--- src/rtl/ram_pkg.sv ---
// Shared types for the simple-dual-port RAM and its clear sequencer.
// Read-collision mode constants live here so the bench and RTL agree.
package ram_pkg;

    typedef enum logic {
        ST_IDLE  = 1'b0,
        ST_CLEAR = 1'b1
    } state_e;

    localparam int RD_FIRST = 0;
    localparam int WR_FIRST = 1;

endpackage

--- src/rtl/ram_clr_seq.sv ---
// Clear sequencer: walks every word once, writing zero, then returns idle.
// Runs after reset (optionally) or on a clear request seen while idle.
module ram_clr_seq
    import ram_pkg::*;
#(
    parameter int ADDR_W     = 5,
    parameter int DEPTH      = 2**ADDR_W,
    parameter int CLR_ON_RST = 1
) (
    input  logic              clk_i,
    input  logic              rst_ni,
    input  logic              clr_i,
    output logic              busy,
    output logic              clr_we,
    output logic [ADDR_W-1:0] clr_addr
);

    localparam logic [ADDR_W-1:0] LAST   = ADDR_W'(DEPTH - 1);
    localparam state_e            RST_ST = (CLR_ON_RST != 0) ? ST_CLEAR : ST_IDLE;

    state_e            state_q;
    state_e            state_d;
    logic [ADDR_W-1:0] cnt_q;

    always_ff @(posedge clk_i or negedge rst_ni) begin
        if (!rst_ni) begin
            state_q <= RST_ST;
        end else begin
            state_q <= state_d;
        end
    end

    always_comb begin
        state_d = state_q;
        unique case (state_q)
            ST_IDLE: begin
                if (clr_i) begin
                    state_d = ST_CLEAR;
                end
            end
            ST_CLEAR: begin
                if (cnt_q == LAST) begin
                    state_d = ST_IDLE;
                end
            end
            default: state_d = ST_IDLE;
        endcase
    end

    // Counter parks on the last address so it never wraps mid-sequence.
    always_ff @(posedge clk_i or negedge rst_ni) begin
        if (!rst_ni) begin
            cnt_q <= '0;
        end else if (state_q == ST_IDLE) begin
            if (clr_i) begin
                cnt_q <= '0;
            end
        end else if (cnt_q != LAST) begin
            cnt_q <= cnt_q + 1'b1;
        end
    end

    always_comb begin
        busy     = (state_q == ST_CLEAR);
        clr_we   = busy;
        clr_addr = cnt_q;
    end

endmodule

--- src/rtl/ram_sdp.sv ---
// Parametrised simple-dual-port RAM with registered read, valid strobe,
// selectable collision behaviour and a hardware clear sequencer.
module ram_sdp
    import ram_pkg::*;
#(
    parameter int DATA_W     = 8,
    parameter int ADDR_W     = 5,
    parameter int DEPTH      = 2**ADDR_W,
    parameter int RD_MODE    = RD_FIRST,
    parameter int CLR_ON_RST = 1
) (
    input  logic              clk_i,
    input  logic              rst_ni,
    input  logic              clr_i,
    output logic              busy_o,
    input  logic              wen_i,
    input  logic [ADDR_W-1:0] waddr_i,
    input  logic [DATA_W-1:0] din_i,
    input  logic              ren_i,
    input  logic [ADDR_W-1:0] raddr_i,
    output logic [DATA_W-1:0] dout_o,
    output logic              dvalid_o
);

    localparam logic [ADDR_W:0] DEPTH_X = (ADDR_W + 1)'(DEPTH);

    logic [DATA_W-1:0] mem [0:DEPTH-1];

    logic              busy;
    logic              clr_we;
    logic [ADDR_W-1:0] clr_addr;

    logic              wr_ok;
    logic              rd_ok;
    logic              hit;
    logic              mem_we;
    logic [ADDR_W-1:0] mem_waddr;
    logic [DATA_W-1:0] mem_wdata;
    logic [DATA_W-1:0] rdata;

    ram_clr_seq #(
        .ADDR_W     (ADDR_W),
        .DEPTH      (DEPTH),
        .CLR_ON_RST (CLR_ON_RST)
    ) u_clr (
        .clk_i    (clk_i),
        .rst_ni   (rst_ni),
        .clr_i    (clr_i),
        .busy     (busy),
        .clr_we   (clr_we),
        .clr_addr (clr_addr)
    );

    assign busy_o = busy;

    always_comb begin
        wr_ok = ({1'b0, waddr_i} < DEPTH_X);
        rd_ok = ({1'b0, raddr_i} < DEPTH_X);
        hit   = wen_i & wr_ok & (waddr_i == raddr_i);
    end

    // The clear sequencer owns the write port while it runs.
    always_comb begin
        mem_we    = wen_i & wr_ok;
        mem_waddr = waddr_i;
        mem_wdata = din_i;
        if (busy) begin
            mem_we    = clr_we;
            mem_waddr = clr_addr;
            mem_wdata = '0;
        end
    end

    always_ff @(posedge clk_i) begin
        if (mem_we) begin
            mem[mem_waddr] <= mem_wdata;
        end
    end

    // Read-first falls out of the non-blocking write; write-first bypasses.
    always_comb begin
        rdata = '0;
        if (rd_ok) begin
            if ((RD_MODE == WR_FIRST) && hit) begin
                rdata = din_i;
            end else begin
                rdata = mem[raddr_i];
            end
        end
    end

    always_ff @(posedge clk_i or negedge rst_ni) begin
        if (!rst_ni) begin
            dout_o   <= '0;
            dvalid_o <= 1'b0;
        end else if (ren_i && !busy) begin
            dout_o   <= rdata;
            dvalid_o <= 1'b1;
        end else begin
            dvalid_o <= 1'b0;
        end
    end

endmodule

--- config.mk ---
export PLATFORM = sky130hd
export DESIGN_NAME = ram_sdp
export DESIGN_NICKNAME = d
export VERILOG_FILES = /design/src/rtl/ram_pkg.sv /design/src/rtl/ram_clr_seq.sv /design/src/rtl/ram_sdp.sv
export SDC_FILE = /design/constraint.sdc
export NUM_CORES = 1
export LEC_CHECK = 0
export ABC_AREA = 0
export BUFFER_PORTS_ARGS = -buffer_cell sky130_fd_sc_hd__buf_2
export CAP_MARGIN = 15
export CORE_MARGIN = 1.5
export CORE_UTILIZATION = 50
export CTS_BUF_LIST = sky130_fd_sc_hd__clkbuf_2
export DETAILED_ROUTE_END_ITERATION = 7
export HOLD_SLACK_MARGIN = 0.05
export PLACE_DENSITY_LB_ADDON = 0.12
export RECOVER_POWER = 100
export SLEW_MARGIN = 0
export SYNTH_ARGS = -nofsm -noshare
export SYNTH_HDL_FRONTEND = slang
export SYNTH_SLANG_ARGS = --single-unit
--- constraint.sdc ---
create_clock -name clk_i -period 2.03 [get_ports clk_i]
set_clock_uncertainty 0.05 [all_clocks]
set_input_delay 0.203 -clock clk_i [delete_from_list [all_inputs] [get_ports clk_i]]
set_output_delay 0.203 -clock clk_i [all_outputs]
set_load 0.01 [all_outputs]
Word-level counts from Yosys, hierarchy flattened. Memory sizes are Yosys's and may differ from the RTL's. A register that Yosys moved wholly into a read port is not among the register bits. Index checks and enable logic that the tools add are counted. W data, S select, Z words.

Register bits: 7. Output and inout port bits: 10. Input port bits: 23. Memory bits (writable): 256. Word-level logic and storage cells: 26. Memories kept: 1.

Eq/ne operators: 3. Reduce and logical (&&, ||, !) cells: 5. Bitwise gates (word level): 1. Multiplexer cells: 12. Add/sub/neg operators: 1.

Memories: mem (words 32, bits a word 8, rd ports 1, clocked after memory_dff 1, write ports 1, line ram_sdp.sv:27) `logic [DATA_W-1:0] mem [0:DEPTH-1];`.

Operator list (count): $mux W5 (4); $mux W8 (1); $mux W1 (6); $add A5 B1 Y5 const B (1); $eq A5 B5 Y1 const B (1); $ne A5 B5 Y1 const B (1); $logic_not A1 Y1 (2); $ne A2 B2 Y1 const B (1); $pmux W1 S2 (1); $reduce_and A2 Y1 (1); $reduce_bool A2 Y1 (1); $logic_and A1 B1 Y1 (1); $not A1 Y1 (1).

Depth between registers and ports, before layout. Gate-level depths: netlist of run 1.

Depth in word-level cells: 3. Mapped depth: 7.

Modules after synthesis. From an unflattened synthesis of run 1, not the netlist that was laid out.

Cell total of the unflattened synthesis: 641. Area total of the unflattened synthesis: 11030.6 µm².

Modules (own cells, without submodules): ram_sdp (area each 10694.0 µm², sequential area each 7912.6 µm², cells each 612, instances 1); ram_clr_seq (area each 336.6 µm², sequential area each 151.4 µm², cells each 29, instances 1).

Worst setup path after synthesis of run 1. No wires, ideal clock.

Kind: register to register. Start point: reg u_clr.state_q, in the netlist u_clr.busy. End point: mem mem[10][0] (enable). Data arrival time: 1.724 ns. Cell stages (with the launch flop): 5. Setup slack: -0.114 ns. Clock period less this slack: 2.144 ns. Setup time: 0.370 ns. Path through: dfstp_2 -> clkbuf_1 -> mux2i_1 -> nand2_1 -> nor2_1.

Word-level cells in the longest chain between the ends: 3. Elaborated cells between the ends (all ways): 4. Those cells by class: mux (4).

Ends and longest elaborated chain: start: declaration (line ram_clr_seq.sv:21) `state_e state_q;`; start signal: assignment (line ram_clr_seq.sv:29) `state_q <= state_d;`; $mux W1 (line ram_sdp.sv:67) `if (busy) begin`; $mux W1 (line ram_sdp.sv:75) `if (mem_we) begin`; $mux W1 (implied by the code) (line ram_sdp.sv:76) `mem[mem_waddr] <= mem_wdata;`; end: declaration (line ram_sdp.sv:27).

Several ways; a longest one is shown, not always the timed one.

Worst setup path in the final report of run 1.
Start point: reg u_clr.state_q, in the netlist u_clr.busy. End point: mem mem[13][6] (enable).

Same word-level chain as after synthesis.

==> impl_metrics.tcl, run 1 <==
set metrics [dict create \
    gp_congestion 0.821 \
    violations "setup timing" \
    synthToLayoutAreaGrowth_pct 15.5 \
    crit_buf_inv 4 \
    r2r_end "mem[13][6]$_DFFE_PP_" \
    die_x_um 151 \
    grt_pass1_wl_um 37100 \
    reg2reg_depth 7 \
    rsz0062_at_grt "yes" \
    initialDrtViolationCount 360 \
    cellInternalPower_mw 9.32 \
    nets 822 \
    synth-async-reset-ratio_pct 5.54 \
    drv_cap 0 \
    top_layer "met4" \
    hold_violations 0 \
    hp-start "clr_i" \
    end_kind "flip-flop" \
    overflow 0 \
    synth_cell_type_count 39 \
    p_comb_share_pct 20.4 \
    synth_edf_count 256 \
    clockBufferDepth 3 \
    dp_hpwl_um 16000 \
    grt_max_degree 33 \
    path_class "flip-flop to flip-flop" \
    fin_ws_ns -0.0525 \
    clk_pin_slew_ns 0.11 \
    post_route_cells_drive_above_1_share_pct 28.6 \
    hold_path.class "input port to flip-flop" \
    drc 0 \
    setup-tns-final_ns -1.47 \
    yosysSeqAreaShare_pct 73.4 \
    rows 54 \
    dr_wl_met3_um 1640 \
    syn_nets 666 \
    maxSlewHeadroom_pct 42.1 \
    holdWs_ns 0.120 \
    core-area_um2 21700 \
    start_util_pct 50.7 \
    ir_worst_vdd_mv 0.600 \
    timing.rr.start "u_clr.busy$_DFF_PN1_" \
    switching_share_pct 30.3 \
    p_leak_nw 4.80 \
    power_density_nw_per_um2 1050 \
    avgRoutedWirePerCell_um 22.0 \
    h-tree-depth 3 \
    maxSlewViolCount 0 \
    ant_nets 0 \
    critPathMaxFanout 12 \
    die_h_um 151 \
    crit_chain "buf_8 -> nor2_1 -> a32oi_1 -> buf_4 -> buf_6 -> nor2_1 -> buf_4" \
    grt_pass1_vias 6500 \
    dr.pass1.iters 5 \
    die_area_um2 22900 \
    cts_num_sinks 271 \
    vias_per_cell 5.62 \
    period_needed_ns 2.08 \
    sequentialPowerShare_pct 55.0 \
    pre_cts_ws_ns -0.0822 \
    grtUsageTotal_pct 22.6 \
    mostFrequentLayoutCell "edfxtp_1" \
    portBuffers 32 \
    crit_path_top_delay_cell "dfstp_2" \
    synth_area_um2 11000 \
    p_clk_share_pct 24.7 \
    hold_path_depth 3 \
    synth_flop_cell "edfxtp_1" \
    antenna_found_initial 1 \
    worst_pin_slew_ns 0.869 \
    startpoint_type "flip-flop" \
    worstSkewPairLatency_ns 0.79 \
    synth_cells 641 \
    cts_buffers 66 \
    fmax_ghz 0.480 \
    worstPathRequired_ns 2.49 \
    vias 6312 \
    cp.arrival_ns 2.55 \
    finalSetupViolations 55 \
    layout_common_cells "edfxtp_1 (256), mux2i_1 (128), clkbuf_2 (106)" \
    ys_warn_count 0 \
    routed_wl_um 24700 \
    cpLargestDelayFamily "buffers and inverters" \
    holdPathEnd "u_clr.clr_addr[4]$_DFFE_PN0P_" \
    cts_root_buf "clkbuf_2" \
    reg2reg_slack_ns -0.05 \
    finalCritPeriodShare_pct 103 \
    cts_tree "built" \
    yosys_register_bits 271 \
    wirelength_met1_um 10900 \
    syn_avg_cell_area_um2 17.1 \
    status "finished, violations left" \
    p_switching_mw 4.05 \
    slowest_delay_ns 0.68 \
    io_pins 33 \
    dr_wl_met2_um 11600 \
]
metrics by stage:
stage                     utilization, %  std cells  instance area, um^2  total power [mW]
after floorplan                        -        641                11000              8.81
after global placement              55.2        990                12000              10.0
after detailed placement            55.2        990                12000              10.1
after CTS                           58.8       1121                12800              13.5
after global routing                58.5       1123                12700              14.0
final                               58.5       1123                12700              13.4
registers in the layout, indices dropped and copies added, names as in the netlist:
signal / flops
mem: 256
dout_o: 8
u_clr.clr_addr: 5
dvalid_o: 1
u_clr.busy: 1
layout make-up:
class	instances	area, um^2
repair buffers	123	998
well taps	280	350
multi-input cells	330	2720
diodes	1	2.50
inverters	5	18.8
clock inverters	16	61.3
fillers	1746	8990
flip-flops and latches	271	8060
clock buffers	97	485
worst max-delay path by stage:
stage / startpoint / end / slack (ns) / cells after the start
finish: u_clr.busy$_DFF_PN1_ / mem[13][6]$_DFFE_PP_ / -0.05 / 7
global route: u_clr.busy$_DFF_PN1_ / mem[8][1]$_DFFE_PP_ / -0.09 / 7
CTS: u_clr.busy$_DFF_PN1_ / busy_o / -0.06 / 2
detailed placement: u_clr.busy$_DFF_PN1_ / mem[27][7]$_DFFE_PP_ / -0.08 / 5
global placement: u_clr.busy$_DFF_PN1_ / mem[3][5]$_DFFE_PP_ / -0.04 / 5
floorplan: u_clr.busy$_DFF_PN1_ / mem[10][0]$_DFFE_PP_ / -0.11 / 4
routing by layer:
metal / global-route usage (%) / vias up
met3: 5.69 / 41
met2: 34.9 / 217
met4: 8.64 / 0
met5: 0 / -
li1: - / 2911
met1: 31.0 / 3143
cell families after synthesis:
family	count (synthesis)	synth area share (%)
compound gates	112	8.63
fa+ha+maj	2	0.228
buf+inv	40	2.33
flops	271	73.4
mux	131	12.0
simple gates	85	3.49
cell usage after synthesis, types with 3 or more instances:
library cell	number	area, um^2
nor2_1	37	139
a221oi_2	9	135
a221oi_1	7	61.3
edfxtp_1	256	7690
nand2b_1	5	31.3
buf_12	3	60.1
mux2i_1	129	1290
a22oi_1	32	240
nor2b_1	13	81.3
buf_4	8	60.1
a21oi_1	19	95.1
a32oi_1	4	35.0
dfrtp_1	14	350
buf_2	3	15.0
o21ai_0	4	20.0
a22o_1	16	140
buf_1	3	11.3
o41ai_2	8	130
clkbuf_1	14	52.6
nand2_1	22	82.6
o22ai_1	9	56.3
inv_1	5	18.8
power by group through the flow:
| stage | Clock [mW] | Combinational (mW) | Sequential [mW] |
|---|---|---|---|
| finish | 3.30 | 2.73 | 7.35 |
| global route | 3.64 | 2.95 | 7.42 |
| CTS | 3.39 | 2.79 | 7.34 |
| detailed placement | 0 | 2.64 | 7.46 |
| global placement | 0 | 2.59 | 7.43 |
| floorplan | 0 | 1.44 | 7.37 |
worst reg2reg max path: cells and delay by family, from the launching register on:
kind	cells	cell delay, ns
buffers and inverters	4	0.72
flip-flops	1	0.68
AO/OA/AOI/OAI	1	0.25
AND/OR/NAND/NOR	2	0.12
repair_timing:
action                                  in CTS  in global routing
setup buffers                                1                  1
resized for setup                           23                  7
pin swaps                                    1                  1
hold endpoints to repair                   290                  0
endpoints found under the setup margin     223                172
hold buffers                                17                  0
(Power assumes the default switching activity.)
==> inputs of run 2 (changes only) <==
Settings changed: CTS_CLUSTER_DIAMETER from default to 200, REMOVE_ABC_BUFFERS from default to 1.
==> impl_metrics.tcl, run 2 (synthesis results as in run 1) <==
set metrics [dict create \
    holdPathEnd "dout_o[1]$_DFFE_PN0P_" \
    p_leak_nw 4.96 \
    cts_buffers 69 \
    final_cells 1137 \
    dp_hpwl_um 16500 \
    dr.pass1.iters 4 \
    worstPathRequired_ns 2.38 \
    maxSlewHeadroom_pct 37.0 \
    initialDrtViolationCount 522 \
    clockBufferDepth 3 \
    nets 837 \
    finalSetupViolations 15 \
    clk_pin_slew_ns 0.10 \
    status "finished, violations left" \
    cts_tree "built" \
    cp.arrival_ns 2.41 \
    startpoint_type "flip-flop" \
    drc 0 \
    fin_area_um2 12900 \
    worst_pin_slew_ns 0.940 \
    rsz0062_at_grt "yes" \
    cts_num_sinks 271 \
    critPathMaxFanout 8 \
    violations "setup timing" \
    hold_violations 0 \
    hold_path_depth 4 \
    worstSkewPairLatency_ns 0.80 \
    power_density_nw_per_um2 1050 \
    drv_cap 0 \
    core-area_um2 21700 \
    final.fill_count 1699 \
    fin_ws_ns -0.0258 \
    setup-tns-final_ns -0.236 \
    dp.cells 998 \
    routed_wl_um 25300 \
    hp-start "raddr_i[3]" \
    placed_area_um2 12000 \
    fin_util_pct 59.6 \
    grt_max_degree 35 \
    grt_pass1_vias 6746 \
    die_x_um 151 \
    crit_chain "clkbuf_2 -> a32o_1 -> nand2_1 -> nor2_2" \
    max_flop_register "mem" \
    cts_root_buf "clkbuf_2" \
    layout_common_cells "edfxtp_1 (256), mux2i_1 (129), clkbuf_2 (100)" \
    avgRoutedWirePerCell_um 22.2 \
    end_kind "flip-flop" \
    cpLargestDelayFamily "flip-flops" \
    vias_per_cell 5.64 \
    synthToLayoutAreaGrowth_pct 17.7 \
    ir_worst_vdd_mv 0.599 \
    crit_buf_inv 1 \
    slowest_delay_ns 0.61 \
    grtUsageTotal_pct 23.4 \
    portBuffers 32 \
    io_pins 33 \
    hold_path.class "input port to flip-flop" \
    fmax_ghz 0.486 \
    path_class "flip-flop to flip-flop" \
    finalCritPeriodShare_pct 101 \
    mostFrequentLayoutCell "edfxtp_1" \
    start_util_pct 50.7 \
    die_area_um2 22900 \
    h-tree-depth 3 \
    period_needed_ns 2.06 \
    ant_nets 0 \
    reg2reg_slack_ns -0.03 \
    die_h_um 151 \
    rows 54 \
    vias 6407 \
    overflow 0 \
    timing.rr.start "u_clr.busy$_DFF_PN1_" \
    crit_path_top_delay_cell "dfstp_2" \
    r2r_end "mem[24][2]$_DFFE_PP_" \
    largest_reg_flops 256 \
    reg2reg_depth 4 \
    gp_congestion 0.794 \
    post_route_cells_drive_above_1_share_pct 32.5 \
    grt_pass1_wl_um 38300 \
    maxSlewViolCount 0 \
    power.total_mw 13.6 \
    antenna_found_initial 3 \
]
-- run 2: changes by cell type in the layout (fill, tap and decap cells not counted), sizes merged --
| cell | previous run | this run |
|---|---|---|
| buf | 82 | 117 |
| clkbuf | 121 | 101 |
| inv | 7 | 5 |
| bufinv | 0 | 1 |
| diode | 1 | 2 |
| dlygate4sd3 | 17 | 16 |
-- run 2: worst max-delay path by stage --
stage	startpoint	end	cells past startpoint
4_1_cts	u_clr.busy$_DFF_PN1_	busy_o	2
3_3_place_gp	raddr_i[1]	dout_o[7]$_DFFE_PN0P_	6
3_5_place_dp	u_clr.busy$_DFF_PN1_	mem[10][3]$_DFFE_PP_	4
6_report	u_clr.busy$_DFF_PN1_	mem[24][2]$_DFFE_PP_	4
5_1_grt	u_clr.busy$_DFF_PN1_	mem[24][7]$_DFFE_PP_	4
2_1_floorplan	raddr_i[2]	dout_o[2]$_DFFE_PN0P_	5
-- run 2: area by class of cell --
| class | count | area [um^2] | share of cell area (%) |
|---|---|---|---|
| diodes | 2 | 5.00 | 0.0387 |
| clock buffers | 99 | 495 | 3.83 |
| clock inverters | 15 | 88.8 | 0.687 |
| inverters | 5 | 18.8 | 0.145 |
| multi-input cells | 330 | 2770 | 21.4 |
| flip-flops and latches | 271 | 8060 | 62.3 |
| well taps | 280 | 350 | 2.71 |
| repair buffers | 135 | 1140 | 8.85 |
-- run 2: per-stage QoR --
stage	worst slack (ns)	hold WS (ns)
after floorplan	-0.260	-0.143
after global placement	-0.0349	0.0989
after detailed placement	-0.121	0.110
after CTS	-0.0970	0.0566
after global routing	-0.114	0.0471
final	-0.0258	0.0939
-- run 2: repair_timing --
action                                  4_1_cts  5_1_grt
buffers inserted                              1        7
hold buffers                                 15        1
resized for setup                            14       15
hold endpoints to repair                    269        1
endpoints found under the setup margin       67       89
pin swaps                                     0        3
-- run 2: worst min-delay path, stage by stage --
cell      delay (ns)
buf_2           0.13
nand2b_1        0.23
a21oi_1         0.25
o41ai_2         0.09
-- run 2: routing by layer --
metal  GRT usage [%]  part of all wire (%)  vias to the layer above
met5               0                     0                        -
met4            7.91                   2.1                        0
met3            5.60                   5.9                       51
met2            37.4                    48                      217
met1            31.4                    44                     3211
li1                -                     -                     2928
-- run 2: power breakdown --
group | total [mW] | switching [mW] | internal [mW]
combinational | 2.89 | 1.76 | 1.14
sequential | 7.29 | 0.256 | 7.03
clock | 3.45 | 2.03 | 1.42
total | 13.6 | 4.05 | 9.59
==> inputs of run 3 (changes only) <==
Settings changed: RECOVER_POWER 100 to default.
==> impl_metrics.tcl, run 3 (synthesis results as in run 1) <==
set metrics [dict create \
    grtUsageTotal_pct 23.4 \
    pre_cts_ws_ns -0.121 \
    vias_per_cell 5.64 \
    use_met3_pct 5.60 \
    routed_wl_um 25300 \
    dp_hpwl_um 16500 \
    violations "setup timing" \
    layout_common_cells "edfxtp_1 (256), mux2i_1 (129), clkbuf_2 (100)" \
    rsz0062_at_grt "yes" \
    fin_util_pct 59.6 \
    cp.arrival_ns 2.51 \
    cts_tree "built" \
    hp-start "raddr_i[3]" \
    finalCritPeriodShare_pct 101 \
    use_met2_pct 37.4 \
    mostFrequentLayoutCell "edfxtp_1" \
    ir_worst_vdd_mv 0.599 \
    grt_pass1_wl_um 38300 \
    clk_pin_slew_ns 0.10 \
    antenna_found_initial 3 \
    grt_use_met1_pct 31.4 \
    end_kind "flip-flop" \
    finalSetupViolations 12 \
    r2r_end "mem[2][7]$_DFFE_PP_" \
    synthToLayoutAreaGrowth_pct 17.7 \
    holdPathEnd "dout_o[1]$_DFFE_PN0P_" \
    avgRoutedWirePerCell_um 22.2 \
    io_pins 33 \
    hold_path_depth 4 \
    vias 6412 \
    clockBufferDepth 3 \
    worst_pin_slew_ns 0.940 \
    cts_buffers 69 \
    dr.pass1.iters 5 \
    largest_reg_flops 256 \
    maxSlewViolCount 0 \
    nets 837 \
    worstPathRequired_ns 2.49 \
    setup-tns-final_ns -0.162 \
    gp_congestion 0.794 \
    portBuffers 32 \
    core-area_um2 21700 \
    reg2reg_slack_ns -0.02 \
    rows 54 \
    maxSlewHeadroom_pct 37.0 \
    placed_area_um2 12000 \
    post_route_cells_drive_above_1_share_pct 32.6 \
    fmax_ghz 0.488 \
    reg2reg_depth 8 \
    p_leak_nw 4.96 \
    worstSkewPairLatency_ns 0.80 \
    max_flop_register "mem" \
    ant_nets 0 \
    status "finished, violations left" \
    power_density_nw_per_um2 1050 \
    path_class "flip-flop to flip-flop" \
    overflow 0 \
    critPathMaxFanout 8 \
    h-tree-depth 3 \
    startpoint_type "flip-flop" \
    final_cells 1137 \
    cts_num_sinks 271 \
    timing.rr.start "u_clr.busy$_DFF_PN1_" \
    grt_pass1_vias 6746 \
    drv_cap 0 \
    drc 0 \
    die_h_um 151 \
    dp.cells 998 \
    start_util_pct 50.7 \
    fin_ws_ns -0.0209 \
    hold_violations 0 \
    hold_path.class "input port to flip-flop" \
    period_needed_ns 2.05 \
    cts_root_buf "clkbuf_2" \
    busiest_layer "met2" \
    initialDrtViolationCount 521 \
    die_x_um 151 \
    die_area_um2 22900 \
    fin_area_um2 12900 \
    grt_max_degree 35 \
]
==> run 3: worst max-delay path by stage <==
stage                                     from               endpoint  slack, ns  cells past startpoint
after global routing      u_clr.busy$_DFF_PN1_   mem[24][7]$_DFFE_PP_      -0.11                      4
after detailed placement  u_clr.busy$_DFF_PN1_   mem[10][3]$_DFFE_PP_      -0.12                      4
after CTS                 u_clr.busy$_DFF_PN1_                 busy_o       -0.1                      2
after floorplan                     raddr_i[2]  dout_o[2]$_DFFE_PN0P_      -0.26                      5
after global placement              raddr_i[1]  dout_o[7]$_DFFE_PN0P_      -0.03                      6
final                     u_clr.busy$_DFF_PN1_    mem[2][7]$_DFFE_PP_      -0.02                      8
==> run 3: repair_timing <==
item | CTS | global route
hold buffers | 15 | 1
endpoints found under the setup margin | 67 | 89
setup buffers | 1 | 7
gates resized for setup | 14 | 15
endpoints found under the hold margin | 269 | 1
pin swaps | 0 | 3
==> run 3: critical path: stages (launching register included) <==
cell and delay (ns):
dfstp_2 0.61, buf_4 0.13, buf_4 0.14, nor2b_2 0.05, a32oi_1 0.20, buf_4 0.23, buf_4 0.15, nor2_1 0.04
buf_4 0.17
==> run 3: metal layers <==
metal  part of all wire (%)  up-vias
met3                    6.1       49
met4                    2.1        0
li1                       -     2928
met5                      0        -
met2                     48      226
met1                     44     3209
==> run 3: power by group <==
part,total (mW),switching [mW],internal (mW)
sequential,7.29,0.255,7.03
combinational,2.89,1.75,1.14
clock,3.45,2.03,1.42
total,13.6,4.04,9.59
==> run 3: layout make-up <==
class / count / area (um^2)
Inverter: 5 / 18.8
Tap cell: 280 / 350
Multi-Input combinational cell: 330 / 2770
Sequential cell: 271 / 8060
Clock buffer: 99 / 495
Clock inverter: 15 / 88.8
Antenna cell: 2 / 5.00
Fill cell: 1698 / 8750
Timing Repair Buffer: 135 / 1150
==> run 3: metrics by stage <==
step / power (mW) / hold WS, ns
after floorplan: 8.71 / -0.143
after global placement: 9.96 / 0.0989
after detailed placement: 10.1 / 0.110
after CTS: 13.6 / 0.0566
after global routing: 14.3 / 0.0471
final: 13.6 / 0.0944
